==> src/rtl/mul_div_unit.sv <==
// Purpose : iterative unsigned 32-bit multiply (shift-add) / divide (restoring) unit feeding the reg_file write port.
// Latency : START accepted at edge k; the 32 iterations run at edges k+1..k+32; WR is high in the cycle after edge k+32.
// Backpr. : START is ignored while BUSY=1; a new START may be accepted on the result-cycle edge (back-to-back).
//
// Ports:
//   CLK            clock, rising edge
//   CLR            synchronous active-low reset
//   START          request, sampled when BUSY=0
//   OP[1:0]        00 MUL, 01 MULHU, 10 DIVU, 11 REMU
//   A, B           operand 1 (multiplicand/dividend), operand 2 (multiplier/divisor)
//   DEST[4:0]      destination register address
//   BUSY           operation in progress
//   D, AD, WR      registered write port: result, address, one-cycle strobe
module mul_div_unit #(
  parameter int WIDTH = 32,
  parameter int ITER  = WIDTH
) (
  input  logic             CLK,
  input  logic             CLR,
  input  logic             START,
  input  logic [1:0]       OP,
  input  logic [WIDTH-1:0] A,
  input  logic [WIDTH-1:0] B,
  input  logic [4:0]       DEST,
  output logic             BUSY,
  output logic [WIDTH-1:0] D,
  output logic [4:0]       AD,
  output logic             WR
);

  localparam int CW = $clog2(ITER) + 1;

  typedef enum logic [1:0] {
    IDLE = 2'd0,
    RUN  = 2'd1,
    DONE = 2'd2
  } state_t;

  state_t             state, state_nxt;
  logic [CW-1:0]      cnt, cnt_nxt;
  logic [2*WIDTH-1:0] acc, acc_nxt, acc_it;
  // sh: operand consumed one bit per iteration (multiplier for MUL, dividend for DIV)
  // fix: operand used whole every iteration (multiplicand for MUL, divisor for DIV)
  logic [WIDTH-1:0]   sh, sh_nxt;
  logic [WIDTH-1:0]   fix, fix_nxt;
  logic [1:0]         op_q, op_nxt;
  logic [4:0]         dest_q, dest_nxt;
  logic               busy_nxt, wr_nxt;
  logic [WIDTH-1:0]   d_nxt;
  logic [4:0]         ad_nxt;

  logic [WIDTH:0]     mul_sum;
  logic [WIDTH:0]     r_sh;
  logic               ge;
  logic [WIDTH-1:0]   diff;

  always_ff @(posedge CLK) begin
    if (!CLR) begin
      state  <= IDLE;
      cnt    <= '0;
      acc    <= '0;
      sh     <= '0;
      fix    <= '0;
      op_q   <= '0;
      dest_q <= '0;
      BUSY   <= 1'b0;
      WR     <= 1'b0;
      D      <= '0;
      AD     <= '0;
    end else begin
      state  <= state_nxt;
      cnt    <= cnt_nxt;
      acc    <= acc_nxt;
      sh     <= sh_nxt;
      fix    <= fix_nxt;
      op_q   <= op_nxt;
      dest_q <= dest_nxt;
      BUSY   <= busy_nxt;
      WR     <= wr_nxt;
      D      <= d_nxt;
      AD     <= ad_nxt;
    end
  end

  always_comb begin
    state_nxt = state;
    cnt_nxt   = cnt;
    acc_nxt   = acc;
    sh_nxt    = sh;
    fix_nxt   = fix;
    op_nxt    = op_q;
    dest_nxt  = dest_q;
    d_nxt     = D;
    ad_nxt    = AD;
    acc_it    = acc;

    // Multiply step: add multiplicand into the upper half when the current
    // multiplier bit is set, then shift the whole accumulator right. After
    // ITER steps acc holds the full 2*WIDTH-bit product.
    mul_sum = {1'b0, acc[2*WIDTH-1:WIDTH]} + (sh[0] ? {1'b0, fix} : '0);

    // Divide step: upper half is the partial remainder, lower half collects
    // quotient bits. The shifted remainder needs WIDTH+1 bits; when it is not
    // below the divisor the true difference always fits in WIDTH bits.
    // A zero divisor makes every step "fit", giving an all-ones quotient and
    // leaving the dividend in the remainder with no special case.
    r_sh = {acc[2*WIDTH-1:WIDTH], sh[WIDTH-1]};
    ge   = (r_sh >= {1'b0, fix});
    diff = r_sh[WIDTH-1:0] - fix;

    if (op_q[1]) begin
      acc_it = {(ge ? diff : r_sh[WIDTH-1:0]), acc[WIDTH-2:0], ge};
    end else begin
      acc_it = {mul_sum, acc[WIDTH-1:1]};
    end

    case (state)
      IDLE, DONE: begin
        if (START) begin
          state_nxt = RUN;
          acc_nxt   = '0;
          cnt_nxt   = '0;
          op_nxt    = OP;
          dest_nxt  = DEST;
          sh_nxt    = OP[1] ? A : B;
          fix_nxt   = OP[1] ? B : A;
        end else begin
          state_nxt = IDLE;
        end
      end
      RUN: begin
        acc_nxt = acc_it;
        sh_nxt  = op_q[1] ? {sh[WIDTH-2:0], 1'b0} : {1'b0, sh[WIDTH-1:1]};
        cnt_nxt = cnt + CW'(1);
        if (cnt == CW'(ITER - 1)) begin
          state_nxt = DONE;
          // Low half: product low / quotient. High half: product high / remainder.
          d_nxt  = op_q[0] ? acc_it[2*WIDTH-1:WIDTH] : acc_it[WIDTH-1:0];
          ad_nxt = dest_q;
        end
      end
      default: state_nxt = IDLE;
    endcase

    busy_nxt = (state_nxt == RUN);
    wr_nxt   = (state_nxt == DONE);
  end

endmodule

==> config.mk <==
export PLATFORM = sky130hd
export DESIGN_NAME = mul_div_unit
export DESIGN_NICKNAME = d
export VERILOG_FILES = /design/src/rtl/mul_div_unit.sv
export SDC_FILE = /design/constraint.sdc
export NUM_CORES = 1
export LEC_CHECK = 0
export CORE_ASPECT_RATIO = 2
export CORE_MARGIN = 2
export CORE_UTILIZATION = 50
export DETAILED_ROUTE_END_ITERATION = 6
export PLACE_DENSITY_LB_ADDON = 0.3
export SKIP_CTS_REPAIR_TIMING = 1
export SLEW_MARGIN = 20
export SYNTH_ARGS = -nofsm -noshare
export SYNTH_HDL_FRONTEND = slang
export SYNTH_SLANG_ARGS = --single-unit
==> constraint.sdc <==
create_clock -name CLK -period 3.7 [get_ports CLK]
set_clock_uncertainty 0.2 [all_clocks]
set_input_delay 0.74 -clock CLK [delete_from_list [all_inputs] [get_ports CLK]]
set_output_delay 0.74 -clock CLK [all_outputs]
set_load 0.02 [all_outputs]
==> results of run 1 <==
## layout make-up
type | count | share of cell area
clock buffers | 17 | 0.0281
clock inverters | 15 | 0.00933
inverters | 47 | 0.0116
multi-input cells | 1260 | 0.570
flip-flops and latches | 182 | 0.241
well taps | 336 | 0.0277
repair buffers | 178 | 0.112
## through the flow
stage	power, uW	util
after global placement	3440	0.575
after floorplan	2990	-
after detailed placement	3460	0.576
after CTS	5220	0.598
after global routing	5490	0.603
final	5270	0.603
## worst register-to-register path, delay by kind of cell, from the launching register on
kind | cells | cell delay (ns)
AO/OA/AOI/OAI | 7 | 1.33
adder cells (fa/ha/maj) | 1 | 0.40
buffers and inverters | 3 | 0.40
flip-flops | 1 | 0.35
multiplexers | 1 | 0.32
AND/OR/NAND/NOR | 2 | 0.50
## cell families after synthesis
family	count (synthesis)
simple gates	552
mux	162
flops	182
compound gates	427
fa+ha+maj	67
buf+inv	164
xor+xnor	52
## path summary, 6_finish.rpt
kind / startpoint / end / slack (ns) / cells after the start
setup / recovery: fix[10]$_SDFFE_PN0P_ / D[5]$_SDFFE_PN0P_ / 0.09 / 14
hold / removal: dest_q[2]$_SDFFE_PN0P_ / dest_q[2]$_SDFFE_PN0P_ / 0.26 / 2
setup reg to reg: fix[10]$_SDFFE_PN0P_ / D[5]$_SDFFE_PN0P_ / 0.09 / 14
hold reg to reg: dest_q[2]$_SDFFE_PN0P_ / dest_q[2]$_SDFFE_PN0P_ / 0.26 / 2
## sequential cells by signal, indices dropped and copies added, names as in the netlist
signal  count
sh         32
cnt         6
AD          5
BUSY        1
state       2
fix        32
op_q        2
dest_q      5
WR          1
D          32
acc        64
## Yosys cell counts (16+ instances only)
master	number	area (sq um)
and3_1	70	438
a21boi_0	19	143
a22oi_1	25	188
dfxtp_1	182	3640
nand3_1	24	120
nor2b_1	56	350
nand2_1	229	860
xor2_1	21	184
nand4_1	16	100
mux2i_1	136	1360
o21ai_0	62	310
mux2_2	21	236
nor2_1	68	255
a21o_1	37	278
clkbuf_1	92	345
and2_1	46	288
a21oi_1	105	526
inv_1	47	176
o211ai_1	47	353
ha_1	65	813
xnor2_1	31	272
## routing by layer
| layer | vias up | track usage | part of all wire |
|---|---|---|---|
| li1 | 5897 | - | - |
| met1 | 5784 | 0.372 | 0.39 |
| met2 | 388 | 0.531 | 0.51 |
| met3 | 114 | 0.0403 | 0.043 |
| met4 | 0 | 0.185 | 0.060 |
| met5 | - | 0 | 0 |
## power by group through the flow
stage	Clock [uW]	Sequential (uW)	Combinational, uW
6_report	1790	2110	1360
4_1_cts	1800	2110	1310
3_3_place_gp	0	2150	1290
3_5_place_dp	0	2160	1300
2_1_floorplan	0	2130	861
5_1_grt	1890	2120	1470
==> reports/summary.txt, run 1 <==
status -> complete, no violations
I/O Buffers -> 112
CP required -> 3.86 ns
post-synthesis register bit count -> 182
Multi-input gate area -> 8640 sq um
first-pass GRT wire length -> 65.6 mm
clk root buf -> clkbuf_16
Hold Vio Cnt, Final -> 0
DP HPWL -> 31.7 mm
fin area -> 15200 sq um
Largest stage delay, worst path -> 0.40 ns
adder and majority gate portion of the synthesized area -> 0.0666
synth unique cells -> 71
Synth Net Count -> 1747
via count -> 12200
Die ar. -> 27000 sq um
Syn-to-layout area delta -> 18.4%
most frequent cells in the layout -> 229 x nand2_1, 180 x dfxtp_1, 136 x mux2i_1, 110 x clkdlybuf4s50_1, 98 x a21oi_1
Hold WS -> 0.264 ns
Initial Util -> 0.509
Max Root-Sink Buffers -> 2
Die Wd -> 117 microns
Placed Cells incl. Taps -> 1998
H-tree levels -> 4
Top FF cell, synth -> dfxtp_1
proportion of synthesized flip-flops having asynchronous set or reset -> 0
CP bufs+invs -> 3
layout cells sized above 1 -> 0.0965
initial antenna violation count -> 0
Max FO, Critical Path -> 17
Non-Filler Instances -> 2035
most frequent CP cell -> buf_12
Synth Instances -> 1606
FILL cells -> 2273
final setup TNS -> 0 ns
die height -> 230 microns
cell family with most CP delay -> compound AO/OA/AOI/OAI gates
Synth Area per Inst -> 7.97 sq um
Worst Slack Setup Final -> 0.0869 ns
via/cell ratio -> 5.99
pwr dens -> 347 nW/um^2
TritonCTS clock tree -> built
crit path capture type -> flip-flop
Sink Count -> 182
Slew HR -> 0.431
mux contribution to synthesized area -> 0.131
cell-internal power -> 3510 uW
leakage -> 0.00664 uW
Ports -> 113
Final Max Slew Viols -> 0
RSZ-0062 raised after global routing -> true
clock network fraction of total power -> 0.341
Detailed Route Iter0 Violations -> 746
commonest non-fill, non-tap cell in the layout -> nand2_1
measured slew at the worst slew-check pin -> 0.853 ns
Max Freq -> 277 MHz
Core Area -> 25100 sq um
cells along the critical path -> inv_1 > ha_2 > nand4_1 > nor2_4 > o2111ai_2 > a31oi_4 > o21ai_2 > o31a_2 > buf_12 > buf_12 > mux2_1 > a21oi_2 > o211ai_1 > o211a_1
max-cap violation count -> 0
Skew-Pair Late Insertion Delay -> 0.46 ns
worst vdd ir -> 0.363 mV
WL/cell -> 20.6 microns
Gate power share -> 0.258
sequential area share after synthesis -> 0.285
fin nets -> 1827
startpoint type of the worst setup path -> flip-flop
drc violations -> 0
CP Class -> flip-flop to flip-flop
largest net degree at the start of global routing -> 102
Num CTS Buffers -> 17
YS warnings -> 0
Worst Hold Class -> flip-flop to flip-flop
routed wire length -> 41.8 mm
final setup violating endpoints -> 0
num rows -> 82
pre-CTS WS -> -0.232 ns
Placer Congestion -> 0.966
xor and xnor area share after synthesis -> 0.0356
Seq pwr share -> 0.401
CTS clk-pin slew, worst paths -> 0.08 ns
Cell Area, Placed -> 14500 sq um
Arr. time, crit path -> 3.77 ns
number of flops mapped to enable cells by yosys -> 0
Register Area -> 3650 sq um
minimum clock period -> 3.61 ns
GRT Total Usage -> 0.315
Compound-Gate Fraction of Synth Area -> 0.224
largest family of logic cells by synthesized area -> compound AO/OA/AOI/OAI gates
Tcrit/Tclk final -> 0.977
switching share of total power -> 0.334
Final ANT Viol Nets -> 0
Post-Synth Simple-Gate Area -> 0.209
slowest cell on the critical path -> ha_2
net switching power -> 1760 uW
diode count -> 0
vias in the first global route -> 12100
DRT Pass-1 Iters -> 5
GRT overflow -> 0
synthesized cell area -> 12800 sq um
Power figures use the tool's default switching activity.
==> run 2, diff against run 1 <==
Settings changed: ABC_AREA set to 0, GPL_ROUTABILITY_DRIVEN set to 1.
==> results of run 2 <==
The final DEF is identical to that of run 1; final timing and power are the same.
